==> config.mk <==
export PLATFORM = sky130hd
export DESIGN_NAME = uart_tx_cfg
export DESIGN_NICKNAME = d
export VERILOG_FILES = /design/src/rtl/uart_pkg.sv /design/src/rtl/uart_tx_fifo.sv /design/src/rtl/uart_tx_cfg.sv
export SDC_FILE = /design/constraint.sdc
export NUM_CORES = 1
export LEC_CHECK = 0
export ABC_AREA = 1
export CAP_MARGIN = 20
export CORE_ASPECT_RATIO = 1.5
export CORE_MARGIN = 5
export CORE_UTILIZATION = 56
export CTS_BUF_LIST = sky130_fd_sc_hd__clkbuf_4
export CTS_CLUSTER_DIAMETER = 80
export CTS_CLUSTER_SIZE = 28
export DETAILED_ROUTE_END_ITERATION = 10
export HOLD_SLACK_MARGIN = 0.15
export PLACE_DENSITY_LB_ADDON = 0.05
export SLEW_MARGIN = 5
export SYNTH_ARGS = -nofsm -noshare
export SYNTH_HDL_FRONTEND = slang
export SYNTH_SLANG_ARGS = --single-unit
==> constraint.sdc <==
create_clock -name sys_clk -period 2.4 [get_ports sys_clk]
set_input_delay 0.48 -clock sys_clk [delete_from_list [all_inputs] [get_ports sys_clk]]
set_output_delay 0.48 -clock sys_clk [all_outputs]
set_load 0.02 [all_outputs]
==> src/rtl/uart_pkg.sv <==
// Shared UART definitions: parity modes, transmitter FSM states and the
// parity helper. The future receiver imports the same encodings.
package uart_pkg;

   typedef enum logic [1:0] {
      PAR_NONE = 2'd0,
      PAR_EVEN = 2'd1,
      PAR_ODD  = 2'd2
   } parity_e;

   typedef enum logic [2:0] {
      ST_IDLE   = 3'd0,
      ST_START  = 3'd1,
      ST_DATA   = 3'd2,
      ST_PARITY = 3'd3,
      ST_STOP   = 3'd4
   } tx_state_e;

   localparam int unsigned MAX_DATA_BITS = 8;

   // Narrower words are zero-extended by the caller, which leaves the XOR unchanged.
   function automatic logic parity_bit(input logic [MAX_DATA_BITS-1:0] data,
                                       input parity_e                  mode);
      return (^data) ^ (mode == PAR_ODD);
   endfunction

endpackage

==> src/rtl/uart_tx_fifo.sv <==
// Synchronous show-ahead FIFO buffering words for the UART transmitter.
// o_data always presents the head word; a pop consumes it on the next edge.
module uart_tx_fifo #(
   parameter int WIDTH = 8,
   parameter int DEPTH = 4
) (
   input  logic                     i_clk,
   input  logic                     i_rst_n,
   input  logic                     i_push,
   input  logic [WIDTH-1:0]         i_data,
   input  logic                     i_pop,
   output logic [WIDTH-1:0]         o_data,
   output logic                     o_full,
   output logic                     o_empty,
   output logic [$clog2(DEPTH):0]   o_level
);

   localparam int AW = $clog2(DEPTH);

   logic [WIDTH-1:0] r_mem [DEPTH];
   logic [AW-1:0]    r_wr_ptr;
   logic [AW-1:0]    r_rd_ptr;
   logic [AW:0]      r_level;
   logic             w_do_push;
   logic             w_do_pop;

   // Guard both sides so a stray push-when-full or pop-when-empty is a no-op.
   assign w_do_push = i_push && !o_full;
   assign w_do_pop  = i_pop && !o_empty;

   assign o_full  = (r_level == (AW+1)'(DEPTH));
   assign o_empty = (r_level == '0);
   assign o_level = r_level;
   assign o_data  = r_mem[r_rd_ptr];

   // Pointer and occupancy bookkeeping; pointers wrap naturally at the power-of-two depth.
   always_ff @(posedge i_clk or negedge i_rst_n) begin
      if (!i_rst_n) begin
         r_wr_ptr <= '0;
         r_rd_ptr <= '0;
         r_level  <= '0;
      end else begin
         if (w_do_push) r_wr_ptr <= r_wr_ptr + 1'b1;
         if (w_do_pop)  r_rd_ptr <= r_rd_ptr + 1'b1;
         case ({w_do_push, w_do_pop})
            2'b10:   r_level <= r_level + 1'b1;
            2'b01:   r_level <= r_level - 1'b1;
            default: r_level <= r_level;
         endcase
      end
   end

   // Storage array; contents need no reset because occupancy gates every read.
   always_ff @(posedge i_clk) begin
      if (w_do_push) r_mem[r_wr_ptr] <= i_data;
   end

endmodule

==> src/rtl/uart_tx_cfg.sv <==
// Configurable UART transmitter with a small input FIFO.
//
//   state     | meaning
//   ----------+------------------------------------------------------------
//   ST_IDLE   | line high, waiting for a buffered word
//   ST_START  | start bit (0) for one bit period
//   ST_DATA   | data bits, LSB first, one bit period each
//   ST_PARITY | parity bit (only when parity is enabled)
//   ST_STOP   | stop bit(s) (1); last one ends the frame
//
// The head word is popped in the same edge that enters ST_START, so a word
// pushed into an idle, empty buffer goes on the line one cycle later, and
// back-to-back frames follow each other with no idle cycle.
module uart_tx_cfg
   import uart_pkg::*;
#(
   parameter int SYS_CLK_FRE = 100_000_000,
   parameter int BPS         = 115200,
   parameter int DATA_BITS   = 8,
   parameter int PARITY      = 0,
   parameter int STOP_BITS   = 1,
   parameter int FIFO_DEPTH  = 4
) (
   input  logic                          sys_clk,
   input  logic                          sys_rst_n,
   input  logic [DATA_BITS-1:0]          s_data,
   input  logic                          s_valid,
   output logic                          s_ready,
   output logic                          uart_txd,
   output logic                          busy,
   output logic [$clog2(FIFO_DEPTH):0]   fifo_level,
   output logic                          tx_done
);

   localparam int      BPS_CNT    = SYS_CLK_FRE / BPS;
   localparam int      CNT_W      = (BPS_CNT > 1) ? $clog2(BPS_CNT) : 1;
   localparam int      BIT_W      = $clog2(DATA_BITS + 5);
   localparam parity_e PAR_MODE   = parity_e'(2'(PARITY));
   localparam bit      HAS_PARITY = (PAR_MODE != PAR_NONE);

   localparam logic [CNT_W-1:0] CNT_LOAD  = CNT_W'(BPS_CNT - 1);
   localparam logic [BIT_W-1:0] DATA_LOAD = BIT_W'(DATA_BITS - 1);
   localparam logic [BIT_W-1:0] STOP_LOAD = BIT_W'(STOP_BITS - 1);

   tx_state_e              r_state;
   logic [CNT_W-1:0]       r_clk_cnt;
   logic [BIT_W-1:0]       r_bit_cnt;
   logic [DATA_BITS-1:0]   r_shift;
   logic                   r_parity;
   logic                   r_txd;
   logic                   r_tx_done;

   logic [DATA_BITS-1:0]   w_fifo_data;
   logic                   w_fifo_full;
   logic                   w_fifo_empty;
   logic                   w_push;
   logic                   w_pop;
   logic                   w_bit_end;
   logic                   w_frame_end;

   assign w_push      = s_valid && !w_fifo_full;
   assign w_bit_end   = (r_clk_cnt == '0);
   assign w_frame_end = (r_state == ST_STOP) && w_bit_end && (r_bit_cnt == '0);
   assign w_pop       = !w_fifo_empty && ((r_state == ST_IDLE) || w_frame_end);

   assign s_ready  = !w_fifo_full;
   assign busy     = (r_state != ST_IDLE) || !w_fifo_empty;
   assign uart_txd = r_txd;
   assign tx_done  = r_tx_done;

   uart_tx_fifo #(
      .WIDTH (DATA_BITS),
      .DEPTH (FIFO_DEPTH)
   ) u_fifo (
      .i_clk   (sys_clk),
      .i_rst_n (sys_rst_n),
      .i_push  (w_push),
      .i_data  (s_data),
      .i_pop   (w_pop),
      .o_data  (w_fifo_data),
      .o_full  (w_fifo_full),
      .o_empty (w_fifo_empty),
      .o_level (fifo_level)
   );

   // Frame sequencer: bit timer counts down from BPS_CNT-1 and each bit ends at zero.
   always_ff @(posedge sys_clk or negedge sys_rst_n) begin
      if (!sys_rst_n) begin
         r_state   <= ST_IDLE;
         r_clk_cnt <= '0;
         r_bit_cnt <= '0;
         r_shift   <= '0;
         r_parity  <= 1'b0;
         r_txd     <= 1'b1;
         r_tx_done <= 1'b0;
      end else begin
         r_tx_done <= w_frame_end;
         if (w_pop) begin
            r_shift   <= w_fifo_data;
            r_parity  <= parity_bit(MAX_DATA_BITS'(w_fifo_data), PAR_MODE);
            r_txd     <= 1'b0;
            r_clk_cnt <= CNT_LOAD;
            r_state   <= ST_START;
         end else begin
            case (r_state)
               ST_IDLE: begin
                  r_txd <= 1'b1;
               end
               ST_START: begin
                  if (!w_bit_end) begin
                     r_clk_cnt <= r_clk_cnt - 1'b1;
                  end else begin
                     r_clk_cnt <= CNT_LOAD;
                     r_txd     <= r_shift[0];
                     r_shift   <= {1'b0, r_shift[DATA_BITS-1:1]};
                     r_bit_cnt <= DATA_LOAD;
                     r_state   <= ST_DATA;
                  end
               end
               ST_DATA: begin
                  if (!w_bit_end) begin
                     r_clk_cnt <= r_clk_cnt - 1'b1;
                  end else begin
                     r_clk_cnt <= CNT_LOAD;
                     if (r_bit_cnt != '0) begin
                        r_txd     <= r_shift[0];
                        r_shift   <= {1'b0, r_shift[DATA_BITS-1:1]};
                        r_bit_cnt <= r_bit_cnt - 1'b1;
                     end else if (HAS_PARITY) begin
                        r_txd   <= r_parity;
                        r_state <= ST_PARITY;
                     end else begin
                        r_txd     <= 1'b1;
                        r_bit_cnt <= STOP_LOAD;
                        r_state   <= ST_STOP;
                     end
                  end
               end
               ST_PARITY: begin
                  if (!w_bit_end) begin
                     r_clk_cnt <= r_clk_cnt - 1'b1;
                  end else begin
                     r_clk_cnt <= CNT_LOAD;
                     r_txd     <= 1'b1;
                     r_bit_cnt <= STOP_LOAD;
                     r_state   <= ST_STOP;
                  end
               end
               ST_STOP: begin
                  if (!w_bit_end) begin
                     r_clk_cnt <= r_clk_cnt - 1'b1;
                  end else if (r_bit_cnt != '0) begin
                     r_clk_cnt <= CNT_LOAD;
                     r_bit_cnt <= r_bit_cnt - 1'b1;
                  end else begin
                     r_txd   <= 1'b1;
                     r_state <= ST_IDLE;
                  end
               end
               default: begin
                  r_txd   <= 1'b1;
                  r_state <= ST_IDLE;
               end
            endcase
         end
      end
   end

endmodule

==> flow_metrics.py, run 1 <==
metrics = {
    "critical_path": {
        "startpoint_type": "register",
        "worstPathArrival_ns": 2.53,
        "crit_required_ns": 2.69,
        "crit-reg2reg-launch": "r_bit_cnt[0]",
        "cp-end-kind": "register",
        "criticalPathCategory": "register to register",
        "startpoint": "r_bit_cnt[0]",
        "crit_fanout": 4,
    },
    "timing": {
        "rsz0062_at_grt": "no",
        "slew_headroom_pct": 68.4,
        "finalCritPeriodShare_pct": 93.3,
        "clock.fmax_ghz": 0.447,
        "final_max_slew_viol_count": 0,
        "final_hold_viol_count": 0,
        "period_minus_slack_ns": 2.24,
        "worstMarginPinSlew_ns": 0.473,
        "finalSetupViolCount": 0,
        "setup-tns-final_ns": 0,
        "fin_skew_ns": 0.0130,
    },
    "clock_tree": {
        "clk_latency_ns": 0.39,
        "root_buffer": "clkbuf_4",
        "numCtsBuffers": 9,
        "h-tree-depth": 3,
        "clk_transition_reported_paths_ns": 0.11,
        "cts.sinks": 66,
        "cts_hold_buf": 0,
        "postCtsSetupBuffers": 0,
        "clk_path_buf_depth": 2,
        "cts_tree": "yes",
    },
    "detailed_routing": {
        "drt-initial-drc-count": 183,
        "wirelength_um": 5770,
        "drc": 0,
        "detail-route-antenna-nets": 0,
        "avgViaCountPerCell": 5.16,
        "vias": 2365,
        "first_pass_iters": 4,
        "routedWlPerCell_um": 12.6,
    },
    "grt": {
        "busiest_layer": "met2",
        "grt-ovfl-total": 0,
        "grt_max_degree": 35,
        "track_usage_pct": 17.4,
        "met1_usage_pct": 18.5,
        "antenna_found_initial": 0,
        "use_met3_pct": 3.51,
        "first_global_vias": 2366,
        "grt_util_met2_pct": 32.9,
        "grt_pass1_wl_um": 10000,
    },
    "logic_synthesis": {
        "synth_most_common_cell": "nand2_1",
        "syn-mean-instance-area_um2": 9.24,
        "netlist_instances": 350,
        "synth_area_mm2": 0.00323,
        "syn-num-nets": 370,
        "async_flop_share_pct": 51.5,
        "yosysWarnings": 0,
        "synth_top_cells_by_area": "edfxtp_1 30%, dfrtp_1 26%, nand2_1 9.1%, inv_1 5.1%, nand3_1 4.8%",
        "ys_top_cells_by_count": "78 x nand2_1, 44 x inv_1, 40 x nor2_1",
        "synth_top_area_share_pct": 29.7,
        "ys_types": 33,
        "synth_seq_area_share_pct": 56.1,
        "synth-seq-cells": 66,
        "synth_ff_type": "dfrtp_1",
        "yosysTopAreaCell": "edfxtp_1",
        "synth_edf_count": 32,
    },
    "power": {
        "switchingPower_mw": 1.76,
        "total_power_mw": 4.47,
        "power_density_mw_per_mm2": 1210,
        "combPwrFrac_pct": 42.4,
        "p_clk_share_pct": 18.1,
        "vdd_drop_max_uv": 652,
        "switching_share_pct": 39.3,
        "p_leak_nw": 1.73,
        "power.share.sequential_pct": 39.5,
        "internal_power_mw": 2.71,
    },
    "final_layout": {
        "n_antenna_cell": 0,
        "drive_gt1_share_pct": 11.4,
        "final_nets": 401,
        "areaGrowthSynthToFinish_pct": 14.2,
    },
    "status": {
        "status": "finished, final reports clean",
    },
    "worst_hold_path": {
        "hp-class": "register to register",
        "hp-start": "uart_txd",
    },
    "floorplan": {
        "core.rowCount": 34,
        "die_area_mm2": 0.00743,
        "die_w_um": 72.1,
        "design.portCount": 18,
        "coreArea_mm2": 0.00570,
        "die_h_um": 103,
        "floorplan.initialDensity_pct": 56.7,
    },
    "job": {
        "maxCapViolations": 0,
    },
    "place": {
        "gp_congestion": 0.836,
        "hpwl_um": 4190,
        "portBuffers": 17,
    },
}
## flip-flops by register name, summed over array words and instances, names as in the netlist
name             flops
u_fifo.r_mem        32
r_clk_cnt           10
r_shift              8
r_bit_cnt            4
r_state              3
u_fifo.o_level       3
u_fifo.r_rd_ptr      2
u_fifo.r_wr_ptr      2
tx_done              1
uart_txd             1
## placed cells by master (no fill, tap or decap), types with 2 or more instances in the layout
cell type / count
a21oi_1: 12
buf_4: 11
bufinv_16: 2
clkbuf_4: 10
clkdlybuf4s50_1: 17
clkinv_1: 2
clkinv_2: 2
dfrtp_1: 33
edfxtp_1: 32
ha_1: 7
inv_1: 44
nand2_1: 78
nand2_2: 4
nand3_1: 31
nand4_1: 3
nor2_1: 40
nor2_2: 2
nor2_4: 3
o21ai_0: 22
o21ai_1: 2
o22ai_1: 8
xnor2_1: 6
xor2_1: 3
## layout make-up
type	count	area (µm²)
clock buffer	10	75.1
multi-input combinational	231	1210
clock inverter	6	81.3
tap	72	90.1
timing repair buffer	28	253
sequential	66	1810
inverter	45	169
fill	492	2010
## worst max-delay path, stage by stage (launching register included)
cell	delay, ns
dfrtp_1	0.36
inv_1	0.08
ha_1	0.20
nand3_1	0.12
nor2_1	0.08
nand2_4	0.08
nand2_2	0.05
nand2_2	0.06
clkinv_1	0.08
ha_2	0.21
fa_1	0.38
a21oi_1	0.15
o21ai_0	0.13
xnor2_1	0.14
## metal layers
| layer | vias to the layer above | wire length (µm) |
|---|---|---|
| met5 | - | 0 |
| met4 | 0 | 97 |
| met3 | 8 | 159 |
| met2 | 31 | 3200 |
| met1 | 1119 | 2310 |
| li1 | 1207 | - |
## final timing paths
kind | end | slack, ns | cells after the start
max | u_fifo.o_level[2] | 0.16 | 13
max in group asynchronous | uart_txd | 1.56 | 2
min | uart_txd | 0.48 | 2
min reg2reg | uart_txd | 0.48 | 2
min in group asynchronous | r_bit_cnt[0] | 0.49 | 2
max reg2reg | u_fifo.o_level[2] | 0.16 | 13
## cells by family (layout without fill, tap and decap cells)
logic type / Yosys count / in the layout / synth area share [%]
compound gates: 45 / 45 / 7.35
fa+ha+maj: 9 / 9 / 3.71
mux: 1 / 1 / 0.348
buf+inv: 53 / 89 / 6.65
flops: 66 / 66 / 56.1
xor+xnor: 9 / 9 / 2.44
simple gates: 167 / 167 / 23.4
## power by group through the flow
stage          sequential (mW)  combinational [mW]  clock [mW]
5_1_grt                   1.81                2.17       0.885
6_report                  1.76                1.89       0.809
4_1_cts                   1.76                1.92       0.831
3_5_place_dp              1.79                1.90           0
3_3_place_gp              1.78                1.85           0
2_1_floorplan             1.76                1.42           0
## timing repair
item / CTS / global route
resized for setup: 0 / 2
setup endpoints to repair: 0 / 2
hold endpoints to repair: 0 / 0
## per-stage QoR
step / setup slack [ns] / hold WS, ns / std cells / instance area, µm² / utilization (%)
2_1_floorplan: 0.0821 / 0.184 / 350 / 3230 / -
3_3_place_gp: 0.253 / 0.467 / 442 / 3530 / 61.9
3_5_place_dp: 0.155 / 0.471 / 442 / 3530 / 61.9
4_1_cts: 0.0769 / 0.485 / 458 / 3690 / 64.7
5_1_grt: 0.0247 / 0.511 / 458 / 3690 / 64.8
6_report: 0.160 / 0.483 / 458 / 3690 / 64.8
No activity file was read; power rests on OpenSTA's default activity.
==> run 2, diff against run 1 <==
==> constraint.sdc (replaced) <==
create_clock -name sys_clk -period 2 [get_ports sys_clk]
set_input_delay 0.4 -clock sys_clk [delete_from_list [all_inputs] [get_ports sys_clk]]
set_output_delay 0.4 -clock sys_clk [all_outputs]
set_load 0.1 [all_outputs]
==> flow_metrics.py, run 2 (synthesis gave the netlist of run 1 again) <==
metrics = {
    "clock_tree": {
        "cts_hold_buf": 0,
        "root_buffer": "clkbuf_4",
        "clk_transition_reported_paths_ns": 0.12,
        "clk_latency_ns": 0.40,
        "cts.sinks": 66,
        "numCtsBuffers": 9,
        "h-tree-depth": 3,
        "clk_path_buf_depth": 2,
        "cts_tree": "yes",
    },
    "critical_path": {
        "startpoint_type": "register",
        "crit-reg2reg-launch": "r_clk_cnt[6]",
        "crit_end": "u_fifo.o_level[1]",
        "cp-end-kind": "register",
        "criticalPathCategory": "register to register",
        "r2r_slack_ns": -0.02,
        "crit_required_ns": 2.30,
        "ff2ff_path_depth": 10,
        "r2r-end": "u_fifo.o_level[1]",
        "crit_fanout": 3,
        "worstPathArrival_ns": 2.32,
        "startpoint": "r_clk_cnt[6]",
    },
    "final_layout": {
        "finalNonFillerCells": 480,
        "reg_top3": "u_fifo.r_mem x32, r_clk_cnt x10, r_shift x8",
        "n_antenna_cell": 0,
        "top_register": "u_fifo.r_mem",
        "fillers": 434,
        "final_common_cell": "nand2_1",
        "register_area_mm2": 0.00182,
        "multi_input_area_mm2": 0.00133,
        "largest_register_ffs": 32,
        "fin_area_mm2": 0.00407,
        "postLayoutCoreUtil_pct": 71.3,
        "layout_common_cells": "76 x nand2_1, 40 x inv_1, 38 x nor2_1",
        "drive_gt1_share_pct": 22.1,
        "final_nets": 423,
        "areaGrowthSynthToFinish_pct": 25.7,
    },
    "place": {
        "place_area_mm2": 0.00381,
        "portBuffers": 17,
        "gp_congestion": 0.752,
        "hpwl_um": 4320,
        "dp.cells": 458,
        "place_ws_ns": -0.108,
    },
    "detailed_routing": {
        "detail-route-antenna-nets": 0,
        "drc": 0,
        "wirelength_um": 6070,
        "drt-initial-drc-count": 127,
        "avgViaCountPerCell": 4.98,
        "routedWlPerCell_um": 12.6,
        "first_pass_iters": 6,
        "vias": 2392,
    },
    "floorplan": {
        "floorplan.initialDensity_pct": 56.7,
        "design.portCount": 18,
        "die_h_um": 103,
        "die_area_mm2": 0.00743,
        "coreArea_mm2": 0.00570,
        "die_w_um": 72.1,
        "core.rowCount": 34,
    },
    "power": {
        "power.share.sequential_pct": 34.1,
        "switchingPower_mw": 2.63,
        "power_density_mw_per_mm2": 1550,
        "switching_share_pct": 41.9,
        "internal_power_mw": 3.65,
        "combPwrFrac_pct": 50.1,
        "vdd_drop_max_uv": 1100,
        "p_leak_nw": 1.87,
        "p_clk_share_pct": 15.8,
    },
    "timing": {
        "fin_skew_ns": 0.0131,
        "finalCritPeriodShare_pct": 101,
        "period_minus_slack_ns": 2.02,
        "rsz0062_at_grt": "yes",
        "finalSetupViolCount": 1,
        "final_hold_viol_count": 0,
        "layout_setup_ws_ns": -0.0218,
        "worstMarginPinSlew_ns": 0.525,
        "clock.fmax_ghz": 0.495,
        "setup-tns-final_ns": -0.0218,
        "final_max_slew_viol_count": 0,
        "slew_headroom_pct": 65.0,
    },
    "worst_hold_path": {
        "hp-class": "input pin to asynchronous set/reset pin",
    },
    "grt": {
        "track_usage_pct": 18.1,
        "grt-ovfl-total": 0,
        "grt_max_degree": 35,
        "grt_pass1_wl_um": 10300,
        "antenna_found_initial": 0,
        "first_global_vias": 2358,
    },
    "status": {
        "violations": "setup timing",
        "status": "finished with violations",
    },
    "job": {
        "maxCapViolations": 0,
    },
}
## run 2: cell types whose count changed in the layout (fill, tap and decap cells not counted), sizes merged
cell	previous run	this run
clkinv	4	5
clkbuf	10	9
buf	11	40
clkdlybuf4s50	17	10
## run 2: area by class of cell
type,count,area share (%)
Tap cell,72,2.22
Sequential cell,66,44.9
Clock buffer,9,1.66
Inverter,45,4.28
Multi-Input combinational cell,231,32.7
Timing Repair Buffer,50,12.0
Clock inverter,7,2.31
## run 2: power groups by stage
stage | clock (mW) | sequential [mW] | combinational, mW
floorplan | 0 | 2.42 | 1.91
global placement | 0 | 2.16 | 3.00
detailed placement | 0 | 2.17 | 3.07
CTS | 1.02 | 2.15 | 3.09
global route | 1.08 | 2.19 | 3.53
finish | 0.994 | 2.14 | 3.15
## run 2: per-stage QoR
stage	hold slack, ns	total power, mW
6_report	0.363	6.28
3_3_place_gp	0.489	5.16
4_1_cts	0.339	6.26
3_5_place_dp	0.487	5.25
5_1_grt	0.345	6.80
2_1_floorplan	0.104	4.34
## run 2: worst min-delay path by stage
stage | from | to | slack (ns) | cells past startpoint
finish | sys_rst_n | r_bit_cnt[0] | 0.36 | 2
global route | sys_rst_n | r_clk_cnt[6] | 0.34 | 2
CTS | sys_rst_n | r_clk_cnt[7] | 0.34 | 2
detailed placement | r_shift[7] | r_shift[7] | 0.49 | 2
global placement | uart_txd | uart_txd | 0.49 | 2
floorplan | sys_rst_n | r_bit_cnt[0] | 0.10 | 0
## run 2: routing by layer
metal | share of wire (%) | up-vias | global-route usage (%)
met3 | 2.0 | 7 | 3.51
met2 | 56 | 21 | 33.2
li1 | - | 1248 | -
met4 | 1.5 | 0 | 8.83
met1 | 40 | 1116 | 19.8
met5 | 0 | - | 0
## run 2: repair_timing
item                       CTS  global route
gates resized for setup      4             8
setup endpoints to repair    2             2
setup buffers                2             4
pin swaps                    2             6
## run 2: worst max-delay path: stages (launching register included)
cell	delay [ns]
dfrtp_1	0.44
nor2_4	0.17
nand3_4	0.11
nor2_8	0.14
nand2_4	0.06
nand2_4	0.06
nand2_4	0.06
clkinv_4	0.05
ha_4	0.13
fa_2	0.42
mux2_4	0.27
==> run 3, diff against run 2 <==
--- a/config.mk
+++ b/config.mk
@@ -12,7 +12,6 @@
 export CORE_UTILIZATION = 56
 export CTS_BUF_LIST = sky130_fd_sc_hd__clkbuf_4
 export CTS_CLUSTER_DIAMETER = 80
-export CTS_CLUSTER_SIZE = 28
 export DETAILED_ROUTE_END_ITERATION = 10
 export HOLD_SLACK_MARGIN = 0.15
 export PLACE_DENSITY_LB_ADDON = 0.05
==> results of run 3 <==
Same layout as run 2: the final DEF is identical, and so are final timing and power.
